$ cat src/rtl/multicycle_control.sv
// Multi-cycle main control FSM for the 24-bit CPU: sequences fetch/decode/execute/memory/writeback
// and counts retired instructions. Define ILLEGAL_TRAP_EN to make illegal opcodes trap permanently.
module multicycle_control #(
  parameter int CNT_W = 16
) (
  input  logic             clk,
  input  logic             rst,
  input  logic [3:0]       opcode,
  input  logic             zero,
  input  logic             mem_ready,
  output logic [1:0]       alu_op,
  output logic             alu_src_a,
  output logic [1:0]       alu_src_b,
  output logic             iord,
  output logic             mem_read,
  output logic             mem_write,
  output logic             ir_write,
  output logic             pc_write,
  output logic [1:0]       pc_src,
  output logic             reg_dst,
  output logic             mem_to_reg,
  output logic             reg_write,
  output logic [CNT_W-1:0] retired,
  output logic             illegal,
  output logic [3:0]       dbg_state
);

  localparam logic [3:0] OP_R    = 4'h0;
  localparam logic [3:0] OP_ADDI = 4'h1;
  localparam logic [3:0] OP_LW   = 4'h2;
  localparam logic [3:0] OP_SW   = 4'h3;
  localparam logic [3:0] OP_BEQ  = 4'h4;
  localparam logic [3:0] OP_BNE  = 4'h5;
  localparam logic [3:0] OP_MUL  = 4'h6;
  localparam logic [3:0] OP_J    = 4'h7;

  typedef enum logic [3:0] {
    S_FETCH, S_DECODE, S_EXEC_R, S_EXEC_I, S_ADDR, S_MEM_RD, S_MEM_WR,
    S_WB_R, S_WB_I, S_WB_MEM, S_BRANCH, S_JUMP, S_TRAP
  } state_t;

  state_t state, state_nxt;
  logic   retire;

  assign dbg_state = state;

  always_comb begin
    state_nxt = state;
    retire    = 1'b0;
    case (state)
      S_FETCH:  if (mem_ready) state_nxt = S_DECODE;
      S_DECODE: begin
        case (opcode)
          OP_R:           state_nxt = S_EXEC_R;
          OP_ADDI, OP_MUL: state_nxt = S_EXEC_I;
          OP_LW, OP_SW:   state_nxt = S_ADDR;
          OP_BEQ, OP_BNE: state_nxt = S_BRANCH;
          OP_J:           state_nxt = S_JUMP;
          default:        state_nxt = S_TRAP;
        endcase
      end
      S_EXEC_R: state_nxt = S_WB_R;
      S_EXEC_I: state_nxt = S_WB_I;
      S_ADDR:   state_nxt = (opcode == OP_LW) ? S_MEM_RD : S_MEM_WR;
      S_MEM_RD: if (mem_ready) state_nxt = S_WB_MEM;
      S_MEM_WR: if (mem_ready) begin
        state_nxt = S_FETCH;
        retire    = 1'b1;
      end
      S_WB_R, S_WB_I, S_WB_MEM, S_BRANCH, S_JUMP: begin
        state_nxt = S_FETCH;
        retire    = 1'b1;
      end
      S_TRAP: begin
`ifdef ILLEGAL_TRAP_EN
        state_nxt = S_TRAP;
`else
        // Illegal opcode behaves as a NOP that still counts as retired.
        state_nxt = S_FETCH;
        retire    = 1'b1;
`endif
      end
      default:  state_nxt = S_FETCH;
    endcase
  end

  always_ff @(posedge clk or posedge rst) begin
    if (rst) begin
      state   <= S_FETCH;
      retired <= '0;
    end else begin
      state <= state_nxt;
      if (retire) retired <= retired + CNT_W'(1);
    end
  end

  // Outputs are forced to zero while reset is high so no strobe fires during an abort.
  always_comb begin
    alu_op     = 2'b00;
    alu_src_a  = 1'b0;
    alu_src_b  = 2'b00;
    iord       = 1'b0;
    mem_read   = 1'b0;
    mem_write  = 1'b0;
    ir_write   = 1'b0;
    pc_write   = 1'b0;
    pc_src     = 2'b00;
    reg_dst    = 1'b0;
    mem_to_reg = 1'b0;
    reg_write  = 1'b0;
    illegal    = 1'b0;
    if (!rst) begin
      case (state)
        S_FETCH: begin
          mem_read  = 1'b1;
          alu_src_b = 2'b01;
          ir_write  = mem_ready;
          pc_write  = mem_ready;
        end
        S_DECODE: alu_src_b = 2'b10;
        S_EXEC_R: begin
          alu_src_a = 1'b1;
          alu_op    = 2'b10;
        end
        S_EXEC_I: begin
          alu_src_a = 1'b1;
          alu_src_b = 2'b10;
          alu_op    = 2'b11;
        end
        S_ADDR: begin
          alu_src_a = 1'b1;
          alu_src_b = 2'b10;
        end
        S_MEM_RD: begin
          mem_read = 1'b1;
          iord     = 1'b1;
        end
        S_MEM_WR: begin
          mem_write = 1'b1;
          iord      = 1'b1;
        end
        S_WB_R: begin
          reg_dst   = 1'b1;
          reg_write = 1'b1;
        end
        S_WB_I:   reg_write = 1'b1;
        S_WB_MEM: begin
          mem_to_reg = 1'b1;
          reg_write  = 1'b1;
        end
        S_BRANCH: begin
          alu_src_a = 1'b1;
          alu_op    = 2'b01;
          pc_src    = 2'b01;
          pc_write  = (opcode == OP_BNE) ? ~zero : zero;
        end
        S_JUMP: begin
          pc_src   = 2'b10;
          pc_write = 1'b1;
        end
        S_TRAP: begin
`ifdef ILLEGAL_TRAP_EN
          illegal = 1'b1;
`endif
        end
        default: ;
      endcase
    end
  end

endmodule

$ cat config.mk
export PLATFORM = sky130hd
export DESIGN_NAME = multicycle_control
export DESIGN_NICKNAME = d
export VERILOG_FILES = /design/src/rtl/multicycle_control.sv
export SDC_FILE = /design/constraint.sdc
export NUM_CORES = 1
export LEC_CHECK = 0
export BUFFER_PORTS_ARGS = -buffer_cell sky130_fd_sc_hd__buf_2
export CORE_MARGIN = 4
export CORE_UTILIZATION = 25
export DETAILED_ROUTE_END_ITERATION = 8
export GPL_ROUTABILITY_DRIVEN = 0
export GPL_TIMING_DRIVEN = 0
export SYNTH_ARGS = -nofsm -noshare
export SYNTH_HDL_FRONTEND = slang
export SYNTH_SLANG_ARGS = --single-unit
$ cat constraint.sdc
create_clock -name clk -period 1.7 [get_ports clk]
set_input_delay 0.17 -clock clk [delete_from_list [all_inputs] [get_ports clk]]
set_output_delay 0.17 -clock clk [all_outputs]
set_load 0.1 [all_outputs]
After elaboration in Yosys (flattened, before gate mapping):

Memory sizes are Yosys's and may differ from the RTL's.
Cells that the tools add are included.

* register bits after elaboration: 20
* bits in latches: 0
* RAM bits: 0
* ROM bits: 32
* bits of input ports: 8
* output and inout port bits: 36
* logic and storage cells: 63
* memories kept: 1

* add/subtract/negate cells: 1
* multipliers: 0
* divide/modulo/power cells: 0
* order comparisons: 0
* eq/ne operators: 17
* shift operators: 0
* mux-type cells: 33
* bitwise logic cells: 1
* reductions and logical operators: 8

Memory list
* (name not given): depth 8, width 4, rd ports 1, clocked after memory_dff 0, write ports 0, RTL line 53 `case (opcode)`

Operators with widths (count)
* $pmux W4 S7: 1
* $eq A4 B3 Y1 const B: 5
* $eq A4 B4 Y1 const B: 5
* $mux W1: 19
* $add A16 B1 Y16 const B: 1
* $mux W4: 4
* $eq A4 B2 Y1 const B: 3
* $mux W2: 4
* $pmux W2 S2: 2
* $ne A2 B2 Y1 const B: 3
* $pmux W2 S3: 1
* $reduce_or A3 Y1: 2
* $reduce_or A6 Y1: 1
* $eq A4 B1 Y1 const B: 1
* $logic_not A4 Y1: 1
* $reduce_or A2 Y1: 2
* $reduce_or A4 Y1: 1
* $pmux W1 S3: 1
* $reduce_and A3 Y1: 1
* $pmux W1 S2: 1
* $not A1 Y1: 1

Depth between registers and ports, before layout:

Gate-level depths: netlist (run 1).

* word-level depth: 4
* mapped depth: 6
* gate-level depth less buffers: 4

Worst setup path after synthesis (run 1):

OpenSTA, ideal clock, no wires.

* kind: register to output
* start point: register state[1], in the netlist dbg_state[1]
* end point: output port ir_write
* arrival: 5343 ps
* data required time: 1530 ps
* setup slack: -3813 ps
* stages on the path, launching flop included: 4
* buffers on the path: 0
* cell sequence: dfrtp_1 nor2_1 nor4b_1 and2_1

* longest elaborated chain between the ends: 3

RTL lines
* start, declared: RTL line 42 `state_t state, state_nxt;`
* start signal, assigned: RTL line 92 `state <= state_nxt;`
* $logic_not A4 Y1: RTL line 113 `case (state)`
* $mux W1: RTL line 113
* $mux W1: RTL line 112 `if (!rst) begin`
* end, declared: RTL line 17 `output logic ir_write,`

No other way between the ends.

Worst setup path in the final report (run 1):

* start point: register state[1], in the netlist dbg_state[1]
* end point: output port mem_read

* longest elaborated chain between the ends: 4
* elaborated cells between the ends (all ways): 5
* those cells by class: 1 x eq/ne; 2 x mux; 2 x reduce/logical

RTL lines
* $eq A4 B3 Y1 or $logic_not A4 Y1 (tied branches): RTL line 113
* $reduce_or A2 Y1 (no line) *
* $mux W1 *: RTL line 113
* $mux W1 *: RTL line 112
* end, declared: RTL line 15 `output logic mem_read,`

Mark *: on every way between the ends. The rest lies on a longest branch, timed or not.

==> qor.csv, run 1 <==
stage,metric,value,unit
status,outcome,finished with violations,
status,failing checks,setup timing,
setup_path,CP top delay family,flip-flops,
sta,f_max,568.4,MHz
global_routing,initial antenna violation count,0,
setup_path,Worst path slowest cell,dfrtp_4,
floorplan,boundary pin count,44,
cts,H-tree depth,1,
setup_path,Crit Path Class,reg2out,
drt,Initial DRT Pass Iterations,4,
cts,clk buf depth,2,
drt,wire length on met3,151,um
layout,Multi-input gate area,1011,um2
drt,Routed Antenna Nets,0,
layout,number of diodes,0,
setup_path,FF-to-FF setup slack,0.06,ns
place,DP Cell Count,254,
setup_path,WP data arrival,1.59,ns
cts,worst skew pair latency,0.25,ns
sta,Clock Skew,0.001515,ns
synth,Yosys top cell by area,dfrtp_1,
global_routing,vias in the first global route,1281,
drt,initial drt markers,44,
synth,yosys warns,0,
floorplan,Core ar.,5140,um2
sta,post-route minimum period,1.759,ns
setup_path,r2r startpoint,dbg_state[0],
synth,synthesized flop and latch total,20,
drt,routed vias/inst,4.693,
synth,dominant cells by area after synthesis,"dfrtp_1 38%, xnor2_1 9.9%, nor2_1 3.1%",
synth,Synth top area share,37.59,%
sta,final max-slew violation count,0,
setup_path,Crit. path cell count,4,
synth,ys async rst share,100.0,%
drt,Routed met2 length,1898,um
sta,endpoints failing setup,5,
setup_path,Reg-to-Reg End,retired[1],
sta,"Period Utilization, post-route",103.5,%
place,PortBufs,42,
layout,final core occ,44.67,%
synth,Mapped Area,1331,um2
setup_path,worst path buffer plus inverter count,2,
setup_path,R2R depth,4,
floorplan,Die X,80.98,um
setup_path,Max stage delay on crit path,0.51,ns
synth,Post-Synthesis Net Count,151,
cts,CTS tree,done,
drt,top sig layer,met4,
layout,Finished Layout Cells,270,
cts,clock tree sinks,20,
drt,final wirelength,3723,um
setup_path,Worst Setup SP,dbg_state[1],
setup_path,Startpoint Class,register,
layout,fillcell total,508,
drt,DRC,0,
global_routing,GRT Overall Usage,12.36,%
place,DP HPWL,2523,um
cts,TritonCTS buffer count,3,
floorplan,die area,6557,um2
sta,final worst slack,-0.05938,ns
floorplan,num rows,26,
synth,syn avg cell area,9.375,um2
sta,RSZ-0062 raised after global routing,true,
sta,endpoints failing hold,0,
synth,"Top FF cell, synth",dfrtp_1,
synth,Yosys cell types,47,
sta,Worst Tran Pin Value,0.7537,ns
layout,share of cells above drive strength 1,64.00,%
setup_path,Worst EP required,1.53,ns
cts,clock slew at reported path FFs,0.07,ns
floorplan,Initial Utilization,25.90,%
global_routing,first-pass GRT wire length,6341,um
synth,"EDFF count, synth",0,
hold_path,hold depth,4,
layout,"commonest non-fill, non-tap cell in the layout",buf_2,
synth,Gate Count Post-Synth,142,
setup_path,crit path capture,mem_read,
hold_path,min-delay worst type,in2reg,
drt,drt wl/cell,13.79,um
global_routing,GRT overflow,0,
synth,"Seq/Total Area, Yosys",37.59,%
layout,Register Area,533.0,um2
global_routing,largest net degree at the start of global routing,21,
layout,Area Overhead vs Synth,72.46,%
layout,nets@finish,210,
drt,vias,1267,
setup_path,Worst Setup End Kind,output pin,
run,max_cap viols,0,
drt,met1 WL,1631,um
floorplan,die height,80.98,um
setup_path,chain of cells forming the critical path,"buf_6, or3_4, a21oi_4, buf_12",
cts,CTS Root Cell,clkbuf_8,
sta,headroom to the max-slew limit,49.70,%
layout,most frequent cells in the layout,"27 x buf_2, 14 x xnor2_1, 14 x buf_4",
setup_path,CP max FO,7,
## cells in the mapped netlist (2+ instances only)
cell	n
o31ai_1	2
buf_6	2
nor2_1	11
xor2_1	2
a211oi_1	2
nand2b_1	6
nand2_1	9
a21oi_1	6
and2_1	3
nand3_1	4
o21ai_1	2
nand3_2	3
nand4_2	2
buf_2	3
and3_1	4
nand3b_1	2
dfrtp_1	20
nor3_1	5
and4_1	3
a21boi_0	2
clkbuf_1	3
inv_1	4
xnor2_1	15
o21ai_0	2
nand4_1	2
buf_4	2
## cell families after synthesis
kind of cell / after synthesis / synth area share, %
AOI/OAI and AO/OA: 24 / 13.44
xor gates and xnor gates: 17 / 11.18
adders and majority gates: 1 / 0.9397
buffers and inverters: 14 / 5.920
DFF: 20 / 37.59
muxes: 2 / 1.598
other: 1 / 0.2817
and+or+nand+nor: 63 / 29.04
## final cells by class
class / count / area share, %
Tap cell: 70 / 3.815
Multi-Input combinational cell: 108 / 44.03
Inverter: 4 / 0.8174
Clock buffer: 4 / 2.398
Timing Repair Buffer: 56 / 22.07
Sequential cell: 20 / 23.22
Buffer: 8 / 3.651
## through the flow
| step | setup slack [ns] | area [um2] | hold WS [ns] | setup TNS [ns] |
|---|---|---|---|---|
| finish | -0.05938 | 2296 | 0.2971 | -0.1713 |
| global route | -0.1204 | 2296 | 0.3216 | -0.5613 |
| CTS | -0.06535 | 2166 | 0.2897 | -0.1803 |
| detailed placement | -0.1834 | 1858 | 0.4683 | -1.291 |
| global placement | -0.1958 | 1858 | 0.4634 | -1.395 |
| floorplan | -0.9067 | 1560 | 0.3896 | -4.331 |
## worst register-to-register path: stages (launching register included)
cell and delay, ns:
dfrtp_4 0.52, buf_4 0.16, or2_1 0.26, a32oi_4 0.24, mux2_1 0.35
## registers in the layout, summed over array words and instances (netlist names)
signal and cells:
dbg_state 4, retired 16
## layer usage
metal / vias to the layer above / GRT usage, %
li1: 619 / -
met1: 614 / 16.79
met2: 30 / 20.20
met3: 4 / 2.439
met4: 0 / 2.872
met5: - / 0
## worst min path at each step
stage,startpoint,to,slack (ns)
after floorplan,mem_ready,dbg_state[2],0.39
after global placement,retired[15],retired[15],0.46
after detailed placement,retired[15],retired[15],0.47
after CTS,opcode[3],dbg_state[0],0.29
after global routing,opcode[2],dbg_state[0],0.32
final,opcode[3],dbg_state[0],0.30
## what timing repair did
item / 4_1_cts / 5_1_grt
pin swaps: 9 / 8
endpoints found under the setup margin: 15 / 26
setup buffers: 11 / 3
hold buffers: 0 / 0
gates resized for setup: 57 / 21
Power of run 1 is left out: the tool's default activity adds up to more than one toggle a clock period on the data nets, which glitch-free logic cannot reach.
==> run 2: changes to the inputs <==
MAX_ROUTING_LAYER = met4   (was unset)
clock period = 1.6 ns   (was 1.7 ns; I/O delays follow)
==> run 2 against run 1 <==
Net effect: the run still ends with setup timing left; global-route usage up 0.065 points; sequential share of layout area down 1.4 points; worst setup slack got worse by 0.10 ns; cell area increased by 8.7%; register-to-register slack worse by 0.21 ns; flip-flop and latch count unchanged; via count up 2.8%; first-iteration DRC count grew 18%; clock-buffer cell count decreased by 1; critical endpoint unchanged; largest cell class unchanged.
==> qor.csv, run 2 (same netlist as run 1, synthesis figures left out) <==
stage,metric,value,unit
setup_path,WP data arrival,1.60,ns
layout,share of cells above drive strength 1,68.45,%
setup_path,Startpoint Class,register,
drt,DRC,0,
status,failing checks,setup timing,
floorplan,die area,6557,um2
layout,"commonest non-fill, non-tap cell in the layout",buf_2,
drt,Initial DRT Pass Iterations,4,
setup_path,CP max FO,7,
cts,clk buf depth,2,
drt,routed vias/inst,4.721,
layout,Finished Layout Cells,276,
cts,# hold bufs at CTS,0,
status,outcome,finished with violations,
global_routing,vias in the first global route,1282,
power,Worst VDD drop,1703,uV
drt,initial drt markers,52,
sta,endpoints failing hold,0,
sta,final max-slew violation count,0,
global_routing,GRT overflow,0,
place,DP HPWL,2497,um
sta,TNS Setup,-2.196,ns
hold_path,min-delay worst type,in2reg,
global_routing,GRT Overall Usage,12.42,%
drt,Routed Antenna Nets,0,
setup_path,Worst EP required,1.44,ns
layout,Reg with most FFs,retired,
drt,drt wl/cell,14.75,um
sta,"Period Utilization, post-route",109.9,%
sta,post-route minimum period,1.759,ns
cts,H-tree depth,1,
cts,TritonCTS buffer count,3,
run,max_cap viols,0,
floorplan,num rows,26,
sta,f_max,568.5,MHz
floorplan,die height,80.98,um
place,DP Cell Count,254,
sta,headroom to the max-slew limit,47.38,%
drt,final wirelength,4072,um
layout,max reg flops,16,
power,pwr/cell area,2141,nW/um2
sta,endpoints failing setup,24,
cts,CTS tree,done,
place,PortBufs,42,
setup_path,Crit Path Class,reg2out,
cts,CTS Root Cell,clkbuf_8,
cts,clock slew at reported path FFs,0.08,ns
setup_path,Worst Setup End Kind,output pin,
layout,Area Overhead vs Synth,87.50,%
layout,most frequent cells in the layout,"27 x buf_2, 21 x buf_4, 14 x buf_12",
power,Pleak,0.001081,uW
floorplan,boundary pin count,44,
floorplan,Die X,80.98,um
floorplan,Initial Utilization,25.90,%
layout,nets@finish,216,
sta,RSZ-0062 raised after global routing,true,
cts,worst skew pair latency,0.26,ns
sta,Clock Skew,0.005592,ns
sta,final worst slack,-0.1591,ns
layout,number of diodes,0,
cts,clock tree sinks,20,
global_routing,first-pass GRT wire length,6203,um
global_routing,initial antenna violation count,0,
sta,Worst Tran Pin Value,0.7884,ns
global_routing,largest net degree at the start of global routing,21,
floorplan,Core ar.,5140,um2
drt,vias,1303,
-- run 2: worst max-delay path, stage by stage (launching register included) --
cell and delay, ns:
dfrtp_4 0.51, buf_8 0.15, or3_4 0.33, a21oi_4 0.15
buf_12 0.19
-- run 2: metal layers --
metal  part of all wire (%)  vias up  global-route usage, %
met4                    1.6        0                  4.561
met2                     49       21                  18.80
met3                    3.3        6                  2.661
met5                      0        -                      -
met1                     46      644                  16.30
li1                       -      632                      -
-- run 2: path summary, 6_finish.rpt --
| kind | from | to | slack [ns] | cells after the start |
|---|---|---|---|---|
| max | dbg_state[1] | mem_read | -0.16 | 4 |
| min | opcode[3] | dbg_state[0] | 0.30 | 4 |
| max reg2reg | dbg_state[1] | retired[7] | -0.15 | 7 |
| min reg2reg | retired[15] | retired[15] | 0.46 | 1 |
| max in group asynchronous | rst | retired[5] | 0.49 | 3 |
| min in group asynchronous | rst | dbg_state[2] | 0.53 | 3 |
-- run 2: timing repair --
| action | CTS | global route |
|---|---|---|
| cloned | 0 | 1 |
| gates resized for setup | 78 | 14 |
| pin swaps | 11 | 10 |
| setup endpoints to repair | 15 | 27 |
| setup buffers | 13 | 6 |
-- run 2: layout make-up --
cell class              count  area (um2)
fillers                   484        2644
multi-input cells         108        1086
repair buffers             62       594.3
flip-flops and latches     20       545.5
plain buffers               8       93.84
well taps                  70       87.58
clock buffers               3       41.29
clock inverters             1       30.03
inverters                   4       17.52
-- run 2: stage by stage --
stage	hold slack, ns	cell area [um2]	util (%)	power, uW	setup slack, ns
3_5_place_dp	0.4542	1902	37.00	3903	-0.2567
6_report	0.3015	2496	48.56	5345	-0.1591
5_1_grt	0.3203	2496	48.56	5566	-0.2205
2_1_floorplan	0.3796	1604	-	3468	-0.9967
3_3_place_gp	0.4570	1902	37.00	3897	-0.2521
4_1_cts	0.2795	2338	45.50	5060	-0.1562
-- run 2: where the power goes --
part / internal [uW] / switching, uW
combinational: 1380 / 2580
clock: 334 / 176
sequential: 679 / 195
total: 2390 / 2960
Note: power is estimated with default switching activity, not from simulation.
